[src/rtl/flag_pkg.sv]
// Shared flag-stage definitions: flag bit positions, source-code geometry and named source codes.
package flag_pkg;

  localparam int unsigned NUM_FLAGS = 8;
  localparam int unsigned NUM_SRC   = 48;
  localparam int unsigned SRC_W     = 6;

  // Z80 F register bit order
  localparam int unsigned FLAG_S = 7;
  localparam int unsigned FLAG_Z = 6;
  localparam int unsigned FLAG_Y = 5;
  localparam int unsigned FLAG_H = 4;
  localparam int unsigned FLAG_X = 3;
  localparam int unsigned FLAG_P = 2;
  localparam int unsigned FLAG_N = 1;
  localparam int unsigned FLAG_C = 0;

  typedef logic [SRC_W-1:0] flag_src_t;

  localparam flag_src_t SRC_IS8BITEQUAL = flag_src_t'(19);
  localparam flag_src_t SRC_CY4         = flag_src_t'(21);
  localparam flag_src_t SRC_RESULTLOW0  = flag_src_t'(24);
  localparam flag_src_t SRC_RESULT0     = flag_src_t'(34);
  localparam flag_src_t SRC_ALU0        = flag_src_t'(40);
  localparam flag_src_t SRC_ALU7        = flag_src_t'(47);

endpackage

[src/rtl/flag_pipeline_register_decoder.sv]
// Per-flag source decoder: SRC_W-bit code to active-low one-hot select; out-of-range codes select nothing.
module flag_src_decoder
  import flag_pkg::*;
#(
  parameter int unsigned NUM_SRC = flag_pkg::NUM_SRC,
  parameter int unsigned SRC_W   = flag_pkg::SRC_W
) (
  input  logic [SRC_W-1:0]   code,
  input  logic               en,
  output logic [NUM_SRC-1:0] not_select_c
);

  always_comb begin
    not_select_c = '1;
    for (int k = 0; k < int'(NUM_SRC); k++) begin
      if (en && (code == SRC_W'(k))) begin
        not_select_c[k] = 1'b0;
      end
    end
  end

endmodule

[src/rtl/flag_pipeline_register.sv]
// Microcode flag-control stage: captures flag fields, gates them with hold, decodes sources
// and owns the shadow flag register F' that is swapped on EX AF,AF'.
module flag_pipeline_register
  import flag_pkg::*;
#(
  parameter int unsigned NUM_SRC = flag_pkg::NUM_SRC,
  parameter int unsigned SRC_W   = flag_pkg::SRC_W
) (
  input  logic                                 Clk,
  input  logic                                 Reset,
  input  logic                                 in_valid,
  input  logic [NUM_FLAGS-1:0]                 in_flag_write,
  input  logic [NUM_FLAGS-1:0][SRC_W-1:0]      in_flag_src,
  input  logic                                 in_ex,
  input  logic                                 in_write,
  input  logic                                 hold,
  input  logic                                 flush,
  input  logic [NUM_FLAGS-1:0]                 F,
  output logic [NUM_FLAGS-1:0]                 PF_Write,
  output logic [NUM_FLAGS-1:0][NUM_SRC-1:0]    notPF_Select,
  output logic                                 PR_Ex,
  output logic                                 notPR_Ex,
  output logic                                 PR_Write,
  output logic                                 notPR_Write,
  output logic [NUM_FLAGS-1:0]                 notShadowF
);

  logic                            valid;
  logic [NUM_FLAGS-1:0]            write;
  logic [NUM_FLAGS-1:0][SRC_W-1:0] src;
  logic                            ex;
  logic                            wr;
  logic [NUM_FLAGS-1:0]            shadow;
  logic                            act;

  // Stage register: reload beats exchange beats per-flag writes; flush beats capture.
  always_ff @(posedge Clk or posedge Reset) begin
    if (Reset) begin
      valid <= 1'b0;
      write <= '0;
      src   <= '0;
      ex    <= 1'b0;
      wr    <= 1'b0;
    end else if (flush) begin
      valid <= 1'b0;
    end else if (!hold) begin
      valid <= in_valid;
      if (in_valid) begin
        write <= (in_write || in_ex) ? '0 : in_flag_write;
        src   <= in_flag_src;
        ex    <= in_ex && !in_write;
        wr    <= in_write;
      end
    end
  end

  // F' takes F on the same edge the flag registers take ~F', so the swap is atomic.
  always_ff @(posedge Clk or posedge Reset) begin
    if (Reset) begin
      shadow <= '0;
    end else if (PR_Ex) begin
      shadow <= F;
    end
  end

  assign act         = valid && !hold;
  assign PF_Write    = act ? write : '0;
  assign PR_Ex       = act && ex;
  assign notPR_Ex    = !PR_Ex;
  assign PR_Write    = act && wr;
  assign notPR_Write = !PR_Write;
  assign notShadowF  = ~shadow;

  for (genvar i = 0; i < int'(NUM_FLAGS); i++) begin : g_dec
    flag_src_decoder #(
      .NUM_SRC (NUM_SRC),
      .SRC_W   (SRC_W)
    ) u_dec (
      .code         (src[i]),
      .en           (PF_Write[i]),
      .not_select_c (notPF_Select[i])
    );
  end

endmodule
[config.mk]
export PLATFORM = sky130hd
export DESIGN_NAME = flag_pipeline_register
export DESIGN_NICKNAME = d
export VERILOG_FILES = /design/src/rtl/flag_pkg.sv /design/src/rtl/flag_pipeline_register_decoder.sv /design/src/rtl/flag_pipeline_register.sv
export SDC_FILE = /design/constraint.sdc
export NUM_CORES = 1
export LEC_CHECK = 0
export CAP_MARGIN = 20
export CELL_PAD_IN_SITES_DETAIL_PLACEMENT = 0
export CELL_PAD_IN_SITES_GLOBAL_PLACEMENT = 2
export CORE_AREA = 2 2 186 188
export CTS_BUF_LIST = sky130_fd_sc_hd__clkbuf_16
export CTS_CLUSTER_SIZE = 12
export DETAILED_ROUTE_END_ITERATION = 8
export DIE_AREA = 0 0 188 190
export DONT_BUFFER_PORTS = 1
export HOLD_SLACK_MARGIN = 0.1
export MAX_ROUTING_LAYER = met4
export PLACE_DENSITY_LB_ADDON = 0.1
export SETUP_SLACK_MARGIN = 0.2
export SLEW_MARGIN = 30
export SYNTH_ARGS = -nofsm -noshare
export SYNTH_HDL_FRONTEND = slang
export SYNTH_HIERARCHICAL = 1
export SYNTH_SLANG_ARGS = --single-unit
export TNS_END_PERCENT = 1
[constraint.sdc]
create_clock -name Clk -period 2.3 [get_ports Clk]
set_input_delay 0.575 -clock Clk [delete_from_list [all_inputs] [get_ports Clk]]
set_output_delay 0.575 -clock Clk [all_outputs]
set_load 0.05 [all_outputs]
# Word level (Yosys, flattened, before mapping)
# Cells that the tools add are included.
word_totals:
  reg_bits: 67
  input_bits: 71
  output_inout_bits: 404
  elab_cells: 1183
op_classes:
  n_eq_ne: 377
  n_mux: 388
  bitwise: 3
  reduce_logical: 402
op_table:
  columns: ["op", "count"]
  rows:
  - ["$eq 6x5->1 const B", 128]
  - ["$eq 6x6->1 const B", 128]
  - ["$logic_and 1x1->1", 388]
  - ["$mux 1", 386]
  - ["$eq 6x4->1 const B", 64]
  - ["$eq 6x3->1 const B", 32]
  - ["$eq 6x2->1 const B", 16]
  - ["$eq 6x1->1 const B", 8]
  - ["$logic_not 6->1", 8]
  - ["$mux 8", 2]
  - ["$not 8->8", 1]
  - ["$logic_not 1->1", 4]
  - ["$reduce_and 3->1", 1]
  - ["$ne 2x1->1 const B", 1]
  - ["$not 1->1", 2]
  - ["$logic_or 1x1->1", 1]

# Logic depth before layout (Yosys ltp)
# Gate-level depths: netlist (run 1).
logic_depth:
  depth_word: 5
  ltp_mapped: 6
  depth_no_buf: 4

# Hierarchy
# Netlist (run 1), hierarchy kept.
by_module_without_submodules:
  columns: ["module", "instances", "cells_per_inst", "area_each_um2", "seq_area_each_um2"]
  rows:
  - ["flag_src_decoder", 8, 76, 520.5, 0.0]
  - ["flag_pipeline_register", 1, 176, 2692.6, 1676.6]

# Least setup slack after synthesis (run 1)
# Ideal clock, no wire load.
synth_timing:
  path_type: "input-to-output"
  start: "in hold"
  end: "out notPF_Select[102] (netlist name)"
  t_arrival_ns: 2.259
  required_ns: 1.725
  setup_slack_ns: -0.534
  stages: 5
  n_path_buf: 1
  path_cell_list: "nor2b_1 and2_1 nor3b_4 buf_2 nand2_1"
synth_rtl:
  columns: ["item", "line_no", "rtl"]
  rows:
  - ["start, declared", "flag_pipeline_register.sv:16", "input logic hold,"]
  - ["end, declared", "flag_pipeline_register.sv:20", "output logic [NUM_FLAGS-1:0][NUM_SRC-1:0] notPF_Select,"]

==> run metrics, run 1 <==
leakage=4.87 nW; dpl ws=0.00231 ns; fill count=3352; Total GRT Usage=15.2%; die footprint=between 30000 and 40000 sq um; Synth async-reset ratio=100%; fin area=12300 sq um; final WL=28.0 mm; final hold violation count=0; hold path cells=1; Clock Pin Slew Worst Setup and Hold Paths=0.06 ns; layout net count=1217; Worst setup EP type=output pin; Final ANT Viol Nets=0; IO Pins=475; Synth Flop Type=dfrtp_1; Rel. slew slack=55.0%; port bufs=0; largest net degree at the start of global routing=37; overall power=4.62 mW; Worst path max stage delay=0.39 ns; cell area after placement=10500 sq um; RSZ-0062 raised after global routing=yes; Starting DRT DRC Count=163; Die X=~190 microns; initial antenna violation count=11; reg2reg end=shadow[6]; clk root buf=clkbuf_16; Reg2Reg Depth=3; Starting Density=20.2%; reg-to-reg setup timing slack=a little under 1 ns; Hold WC Path Type=in2reg; Post-synth EDFFs=0; CP bufs+invs=3; Layout Skew=0.00488 ns; mapped cell area=between 6000 and 7000 sq um; core area=between 30000 and 40000 sq um; area grow syn2layout=79.5%; Max-Cap Viols=0; synth warn=6; Die Span Y=190 microns; Num CTS Buffers=9; most frequent CP cell=buf_12; H-tree depth reported by CTS=3; VDD IR max=0.305 mV; worst setup margin=-0.138 ns; deepest clock path buffer count=2; CTS sink cnt=67; most frequent cell after synthesis=nand2_1; sum of negative setup slack=-32.98 ns; register bit total from synthesis=67; Final Cycle Share=106%; critical path launch point type=flop; status=finished with violations; pwr/cell area=375 nW/um^2; num rows=~70; register area share after synthesis=24.5%; cell taking the most area after synthesis=dfrtp_1; routability congestion estimate from global placement=approximately 0.83; largest cells by area after synthesis=dfrtp_1 (24%), nand2_1 (21%), nor4b_4 (11%); final count of negative-setup-slack endpoints=384; Crit-path slowest cell=dfrtp_1; DR vias=7080; CTS tree=built; fmax=between 400 and 500 MHz; fin. max-slew vios=0; average wire per standard cell=17.3 microns; clock latency on the worst-skew pair=approximately 0.33 ns; DR vias/cell=4.38; critical path cell sequence=nor2b_4 > buf_12 > and2_2 > and3b_1 > buf_12 > nand2_1 > buf_6; commonest cells in the netlist=nand2_1 (385), dfrtp_1 (67), mux2_2 (46); dpl hpwl=~21 mm; Critical Path Start=valid; Synth top area share=24.5%; # DRC=0; Synth Instances=784; CP endpoint=notPF_Select[383]; Crit Reg-Reg Startpoint=valid; Congestion Overflow GR=0; DRT Pass-1 Iters=6; Crit Path Class=reg2out; Worst path depth=7; crit path max fanout=16; family with the most delay on the worst path=simple AND/OR/NAND/NOR gates; share of layout cells above drive strength 1=53.3%; violated checks=negative setup slack; Data required, critical path=about 1.7 ns; Tmin final=2.44 ns; Synth cell types=24; Worst Tran Pin Value=0.675 ns; global-route wire length before repair=approximately 41 mm; Arr. time, crit path=1.86 ns; vias in the first global route=7206; syn_nets=~860; Syn Area/Cell=around 8.7 sq um; final core occ=36.2%
==> logic make-up (layout without fill, tap and decap cells) <==
family / after synthesis / in the layout / synth area share [%]
buf+inv: 91 / 458 / 9.00
flops: 67 / 67 / 24.5
mux: 67 / 67 / 11.0
other cells: 0 / 10 / 0
simple gates: 559 / 559 / 55.6
==> layout by cell type (no fill, tap or decap), drive strengths merged, types with 2 or more instances in the layout <==
| cell | Yosys | routed |
|---|---|---|
| nand2 | 385 | 385 |
| and2 | 9 | 9 |
| nor2b | 2 | 2 |
| diode | 0 | 10 |
| and3b | 16 | 16 |
| dfrtp | 67 | 67 |
| and4 | 8 | 8 |
| nor4 | 8 | 8 |
| inv | 10 | 11 |
| clkbuf | 0 | 9 |
| clkinvlp | 0 | 2 |
| clkinv | 0 | 4 |
| nor3b | 17 | 17 |
| buf | 81 | 431 |
| and4bb | 48 | 48 |
| mux2 | 66 | 66 |
| and4b | 32 | 32 |
| nor4b | 32 | 32 |
==> stage by stage <==
step,cells,hold slack [ns]
finish,1616,0.303
global route,1616,0.284
CTS,1604,0.279
detailed placement,1587,0.459
global placement,1587,0.454
floorplan,784,0.449
==> power breakdown <==
group / internal (mW) / switching, mW / total [mW]
clock: 0.725 / 0.545 / 1.27
sequential: 1.40 / 0.731 / 2.13
combinational: 0.644 / 0.572 / 1.22
total: 2.77 / 1.85 / 4.62
==> sequential cells by signal, indices dropped and copies added (netlist names) <==
| signal | cells |
|---|---|
| src | 48 |
| shadow | 8 |
| write | 8 |
| ex | 1 |
| valid | 1 |
| wr | 1 |
==> routing by layer <==
| layer | up-vias | part of all wire, % | routed length [microns] | track usage, % |
|---|---|---|---|---|
| met1 | 3379 | 38 | 10600 | 15.6 |
| li1 | 3378 | - | - | - |
| met4 | 0 | 1.7 | 469 | 4.12 |
| met5 | - | 0 | 0 | - |
| met3 | 30 | 6.4 | 1780 | 3.95 |
| met2 | 293 | 54 | 15100 | 28.5 |
==> what timing repair did <==
action,in CTS,in global routing
hold buffers,1,0
hold endpoints to repair,18,0
gates resized for setup,380,32
pin swaps,1,2
setup endpoints to repair,384,384
setup buffers,0,2
==> worst min path at each step <==
stage                            to      from  slack [ns]
after global routing          valid     flush        0.28
after CTS                     valid     flush        0.28
after global placement    shadow[6]     Reset        0.45
final                         valid     flush        0.30
after floorplan            write[6]  write[6]        0.45
after detailed placement  shadow[6]     Reset        0.46
==> cell type report <==
type	count	area, sq um	share of cell area [%]
Inverter	10	38.8	0.315
Sequential cell	67	1690	13.7
Clock buffer	9	225	1.83
Clock inverter	7	45.0	0.366
Multi-Input combinational cell	626	4710	38.3
Timing Repair Buffer	432	5010	40.7
Tap cell	455	569	4.63
Antenna cell	10	25.0	0.203
(Power assumes the default switching activity.)
==> run 2, diff against run 1 <==
CORE_AREA = 8 8 177 179   (was 2 2 186 188)
DIE_AREA = 0 0 185 187   (was 0 0 188 190)
==> run 2 against run 1 <==
The flow still finishes with violations (negative setup slack). Routed wire length grew 7.4%. Final cell count shrank 4.0%. Clock power grew 5%. Largest cell class unchanged. Clock-buffer cell count is the same. Clock skew is essentially flat.
==> run metrics, run 2 (synthesis gave the netlist of run 1 again) <==
status=finished with violations (unchanged); violated checks=negative setup slack (unchanged); fin area=12200 sq um (was 12300 sq um); worst hold slack=0.306 ns (was 0.303 ns); RSZ-0062 raised after global routing=yes (unchanged); Final Cycle Share=106% (about the same); Arr. time, crit path=1.86 ns (about the same); Starting DRT DRC Count=181 (was 163); H-tree depth reported by CTS=3 (unchanged); initial antenna violation count=17 (was 11); Rel. slew slack=55.3% (was 55.0%); fmax=411 MHz (was 410 MHz); fin. max-slew vios=0 (unchanged); pwr/cell area=383 nW/um^2 (was 375 nW/um^2); wire length on met2=16.2 mm (was 15.1 mm); final hold violation count=0 (unchanged); Max-Cap Viols=0 (unchanged); Starting Density=24.1% (was 20.2%); routability congestion estimate from global placement=0.781 (was 0.833); DR vias/cell=4.61 (was 4.38); most frequent cells in the layout=buf_6 (373), nand2_1 (371), dfrtp_1 (51) (was nand2_1 (360), buf_6 (359), dfrtp_1 (60)); crit path max fanout=10 (was 16); DR WL met3=2.27 mm (was 1.78 mm); Die Span Y=187 microns (was 190 microns); Data required, critical path=1.73 ns (about the same); cell area after placement=10400 sq um (was 10500 sq um); Layout Skew=0.00466 ns (was 0.00488 ns); final WL=30.0 mm (was 28.0 mm); critical path launch point type=flop (unchanged); leakage=4.85 nW (was 4.87 nW); dpl hpwl=23.5 mm (was 21.2 mm); clk root buf=clkbuf_16 (unchanged); Num CTS Buffers=9 (unchanged); final count of negative-setup-slack endpoints=377 (was 384); VDD IR max=0.293 mV (was 0.305 mV); reg-to-reg setup timing slack=0.84 ns (was 0.97 ns); deepest clock path buffer count=2 (unchanged); Worst Tran Pin Value=0.671 ns (was 0.675 ns); # DRC=0 (unchanged); commonest non-fill, non-tap cell in the layout=buf_6 (was nand2_1); worst setup margin=-0.131 ns (was -0.138 ns); Total GRT Usage=16.9% (was 15.2%); share of layout cells above drive strength 1=52.8% (was 53.3%); DRT Pass-1 Iters=4 (was 6); biggest regs=src: 48 flops, shadow: 8 flops, write: 8 flops (unchanged); Highest Signal Layer=met4 (unchanged); vias in the first global route=7532 (was 7206); Largest Register=src (unchanged); Crit Path Class=reg2out (unchanged); largest net degree at the start of global routing=35 (was 37); Congestion Overflow GR=0 (unchanged); flip-flop count of the largest register after layout=48 (unchanged); DR vias=7151 (was 7080); met1 wire length=11.0 mm (was 10.6 mm); Worst setup EP type=output pin (unchanged); core area=28400 sq um (was 33900 sq um); Final ANT Viol Nets=0 (unchanged); port bufs=0 (unchanged); CTS tree=built (unchanged); num rows=62 (was 68); global-route wire length before repair=44.5 mm (was 41.4 mm); CTS sink cnt=67 (unchanged); Die X=185 microns (was 188 microns); IO Pins=475 (unchanged); Hold WC Path Type=in2reg (unchanged); average wire per standard cell=19.4 microns (was 17.3 microns); clock latency on the worst-skew pair=0.33 ns (about the same); Tmin final=2.43 ns (was 2.44 ns); overall power=4.68 mW (was 4.62 mW); die footprint=34600 sq um (was 35700 sq um); Clock Pin Slew Worst Setup and Hold Paths=0.06 ns (about the same); layout net count=1219 (was 1217); dpl ws=-0.0911 ns (was 0.00231 ns); fill count=2722 (was 3352); area grow syn2layout=78.5% (was 79.5%)
-- run 2: cell types whose count changed in the layout (fill, tap and decap cells not counted), moves of 4 or more --
cell     before  now
dfrtp_2       7   16
buf_6       359  373
buf_8        10    2
and3b_1       8   12
and3b_2       8    4
nand2_1     360  371
diode_2      10   15
dfrtp_1      60   51
buf_4        35   30
nand2_2      21   11
-- run 2: layout make-up --
| cell class | instances | area, sq um | area share (%) |
|---|---|---|---|
| inverters | 10 | 38.8 | 0.317 |
| repair buffers | 434 | 5030 | 41.1 |
| clock inverters | 6 | 57.6 | 0.470 |
| clock buffers | 9 | 225 | 1.84 |
| multi-input cells | 626 | 4670 | 38.2 |
| well taps | 384 | 480 | 3.93 |
| flip-flops and latches | 67 | 1700 | 13.9 |
| diodes | 15 | 37.5 | 0.307 |
-- run 2: final timing paths --
path / end / from / cells past startpoint
hold / removal: valid / flush / 1
min in group asynchronous: src[29] / Reset / 2
setup reg to reg: shadow[3] / valid / 4
hold reg to reg: write[5] / write[5] / 1
max in group asynchronous: src[12] / Reset / 3
setup / recovery: notPF_Select[296] / valid / 8
-- run 2: through the flow --
stage                     util [%]  cells  TNS (ns)
after global routing          43.1   1551    -59.82
after CTS                     42.3   1535    -35.42
after detailed placement      36.5   1515    -11.55
final                         43.1   1551    -21.93
after global placement        36.5   1515     -4.69
after floorplan                  -    784    -29.36
-- run 2: what timing repair did --
action                                  4_1_cts  5_1_grt
cloned                                        1        0
setup buffers                                 3        1
resized for setup                           345       58
hold endpoints to repair                     13        0
endpoints found under the setup margin      392      384
hold buffers                                  1        0
pin swaps                                     2        1
-- run 2: layer usage --
layer	track usage (%)	vias to the layer above
met4	4.99	0
met5	-	-
met1	16.4	3439
met3	5.09	31
met2	31.5	287
li1	-	3394
-- run 2: critical path, cell delays in order, from the launching register on --
cell and delay (ns):
dfrtp_1 0.34, nor2b_4 0.16, buf_12 0.14, and2_4 0.16
nor3b_4 0.18, buf_6 0.15, buf_12 0.12, nand2_1 0.08
buf_6 0.18
-- run 2: power by group --
| part | leakage (nW) | total, mW | switching [mW] | internal (mW) |
|---|---|---|---|---|
| Sequential | 0.799 | 2.15 | 0.743 | 1.41 |
| Combinational | 3.91 | 1.20 | 0.564 | 0.640 |
| Clock | 0.138 | 1.33 | 0.501 | 0.825 |
==> run 3, diff against run 2 <==
SLEW_MARGIN = 20   (was 30)
TNS_END_PERCENT = 100   (was 1)
==> run 3 against run 2 <==
The run still ends with negative setup slack left. Non-clock buffer count is 2 higher. Flip-flop and latch count stayed put. Final cell count is 0.32% lower. Clock power is 8% higher. Largest power group unchanged. Critical path depth is 1 higher. Die area stayed put. Total power is 6.7% higher. Global-route usage is 0.76 points higher. Critical path type unchanged. Hold slack worse by 0.094 ns. Final area is 14% higher.
==> run metrics, run 3 (synthesis gave the netlist of run 1 again) <==
status=finished with violations (unchanged); violated checks=negative setup slack (unchanged); biggest regs=src: 48 flops, shadow: 8 flops, write: 8 flops (unchanged); deepest clock path buffer count=2 (unchanged); Largest Register=src (unchanged); Critical Path Start=valid (unchanged); Crit Path Class=reg2out (unchanged); met1 Use GR=17.4% (was 16.4%); Congestion Overflow GR=0 (unchanged); final count of negative-setup-slack endpoints=342 (was 377); DRT Pass-1 Iters=4 (unchanged); clock latency on the worst-skew pair=0.33 ns (about the same); initial antenna violation count=8 (was 17); pwr/cell area=358 nW/um^2 (was 383 nW/um^2); Starting Density=24.1% (unchanged); Layout Skew=0.00121 ns (was 0.00466 ns); Data required, critical path=1.73 ns (about the same); fmax=393 MHz (was 411 MHz); worst setup margin=-0.247 ns (was -0.131 ns); Num CTS Buffers=9 (unchanged); flip-flop count of the largest register after layout=48 (unchanged); CTS tree=built (unchanged); Final ANT Viol Nets=0 (unchanged); Arr. time, crit path=1.97 ns (was 1.86 ns); Total GRT Usage=17.6% (was 16.9%); CP endpoint=notPF_Select[7] (was notPF_Select[296]); Tmin final=2.55 ns (was 2.43 ns); port bufs=0 (unchanged); part of the power in registers=42.8% (was 46.0%); # DRC=0 (unchanged); Rel. slew slack=51.7% (was 55.3%); DR vias/cell=4.68 (was 4.61); Final Cycle Share=111% (was 106%); Crit Reg-Reg Startpoint=valid (unchanged); reg2reg end=shadow[0] (was shadow[3]); fin. max-slew vios=0 (unchanged); num rows=62 (unchanged); dpl hpwl=24.2 mm (was 23.5 mm); met2 Resource Use GR=33.2% (was 31.5%); routability congestion estimate from global placement=0.811 (was 0.781); final core occ=49.1% (was 43.1%); Die Span Y=187 microns (unchanged); core area=28400 sq um (unchanged); share of layout cells above drive strength 1=73.6% (was 52.8%); final hold violation count=0 (unchanged); largest net degree at the start of global routing=49 (was 35); reg-to-reg setup timing slack=0.75 ns (was 0.84 ns); critical path launch point type=flop (unchanged); vias in the first global route=7658 (was 7532); Starting DRT DRC Count=183 (was 181); met3 Use GR=5.79% (was 5.09%); leakage=6.07 nW (was 4.85 nW); H-tree depth reported by CTS=3 (unchanged); area grow syn2layout=103% (was 78.5%); die footprint=34600 sq um (unchanged); Worst setup EP type=output pin (unchanged); most frequent cells in the layout=nand2_2 (169), buf_8 (162), nand2_1 (137), buf_6 (137), buf_4 (99) (was buf_6 (373), nand2_1 (371), dfrtp_1 (51)); Net Sw Frac=39.5% (was 38.6%); combinational fraction of design power=28.4% (was 25.7%); Clock Pin Slew Worst Setup and Hold Paths=0.05 ns (was 0.06 ns); Int Power=3.02 mW (was 2.87 mW); Hold WC Path Type=in2async (was in2reg); Die X=185 microns (unchanged); Reg2Reg Depth=5 (was 4); clk root buf=clkbuf_16 (unchanged); commonest non-fill, non-tap cell in the layout=nand2_2 (was buf_6); layout net count=1221 (was 1219); CTS sink cnt=67 (unchanged); RSZ-0062 raised after global routing=yes (unchanged); average wire per standard cell=20.8 microns (was 19.4 microns); Worst Tran Pin Value=0.724 ns (was 0.671 ns); sum of negative setup slack=-55.41 ns (was -21.93 ns); VDD IR max=0.272 mV (was 0.293 mV); crit path max fanout=8 (was 10); Clock power frac=28.8% (was 28.3%); IO Pins=475 (unchanged); switching power total=1.97 mW (was 1.81 mW); final WL=32.1 mm (was 30.0 mm); Max-Cap Viols=0 (unchanged); global-route wire length before repair=46.6 mm (was 44.5 mm); DR vias=7231 (was 7151); Most Crowded Layer GR=met2 (unchanged)
run 3: cell count changes in the layout (fill, tap and decap cells not counted), sizes merged:
cell | previous run | this run
bufinv | 1 | 2
clkinvlp | 1 | 0
dlygate4sd3 | 1 | 0
clkbuf | 9 | 12
clkinv | 3 | 6
diode | 15 | 7
inv | 11 | 9
run 3: critical path, stage by stage (launching register included):
cell	delay (ns)
dfrtp_1	0.35
nor2b_4	0.17
buf_6	0.11
buf_12	0.10
and2_4	0.16
nor3b_4	0.23
buf_12	0.15
buf_16	0.15
nand2_2	0.06
buf_6	0.16
run 3: worst min-delay path by stage:
| stage | end | slack, ns | cells past startpoint |
|---|---|---|---|
| 2_1_floorplan | write[6] | 0.45 | 1 |
| 3_3_place_gp | write[6] | 0.48 | 1 |
| 3_5_place_dp | write[6] | 0.48 | 1 |
| 4_1_cts | src[36] | 0.25 | 1 |
| 5_1_grt | src[40] | 0.26 | 1 |
| 6_report | src[40] | 0.21 | 1 |
run 3: timing repair:
| item | CTS | global route |
|---|---|---|
| endpoints found under the hold margin | 0 | 0 |
| setup buffers | 17 | 2 |
| cloned | 4 | 3 |
| gates resized for setup | 393 | 224 |
| setup endpoints to repair | 389 | 391 |
| hold buffers | 0 | 0 |
| pin swaps | 10 | 3 |
run 3: power by group through the flow:
stage               clock, mW  combinational, mW  sequential, mW
floorplan                   0               1.64            1.66
global placement            0               1.33            2.08
detailed placement          0               1.35            2.15
CTS                      1.51               1.39            2.13
global route             1.57               1.50            2.21
finish                   1.44               1.42            2.14
run 3: through the flow:
step,cells,hold WS [ns],total power [mW],area [sq um],setup WS [ns]
detailed placement,1497,0.484,3.49,11100,-0.190
CTS,1534,0.246,5.02,13100,-0.245
finish,1546,0.213,4.99,13900,-0.247
global route,1546,0.258,5.29,13900,-0.344
floorplan,784,0.449,3.30,7780,-0.192
global placement,1497,0.482,3.41,11100,-0.155
run 3: layer usage:
| layer | vias to the layer above | share of wire (%) |
|---|---|---|
| met5 | - | 0 |
| met4 | 0 | 1.5 |
| met2 | 283 | 55 |
| met3 | 28 | 8.6 |
| li1 | 3405 | - |
| met1 | 3515 | 35 |
run 3: cell type report:
class | instances | area [sq um]
clock buffers | 9 | 225
inverters | 10 | 38.8
flip-flops and latches | 67 | 1690
well taps | 384 | 480
diodes | 7 | 17.5
fillers | 2570 | 14500
clock inverters | 7 | 82.6
repair buffers | 436 | 5520
multi-input cells | 626 | 5880
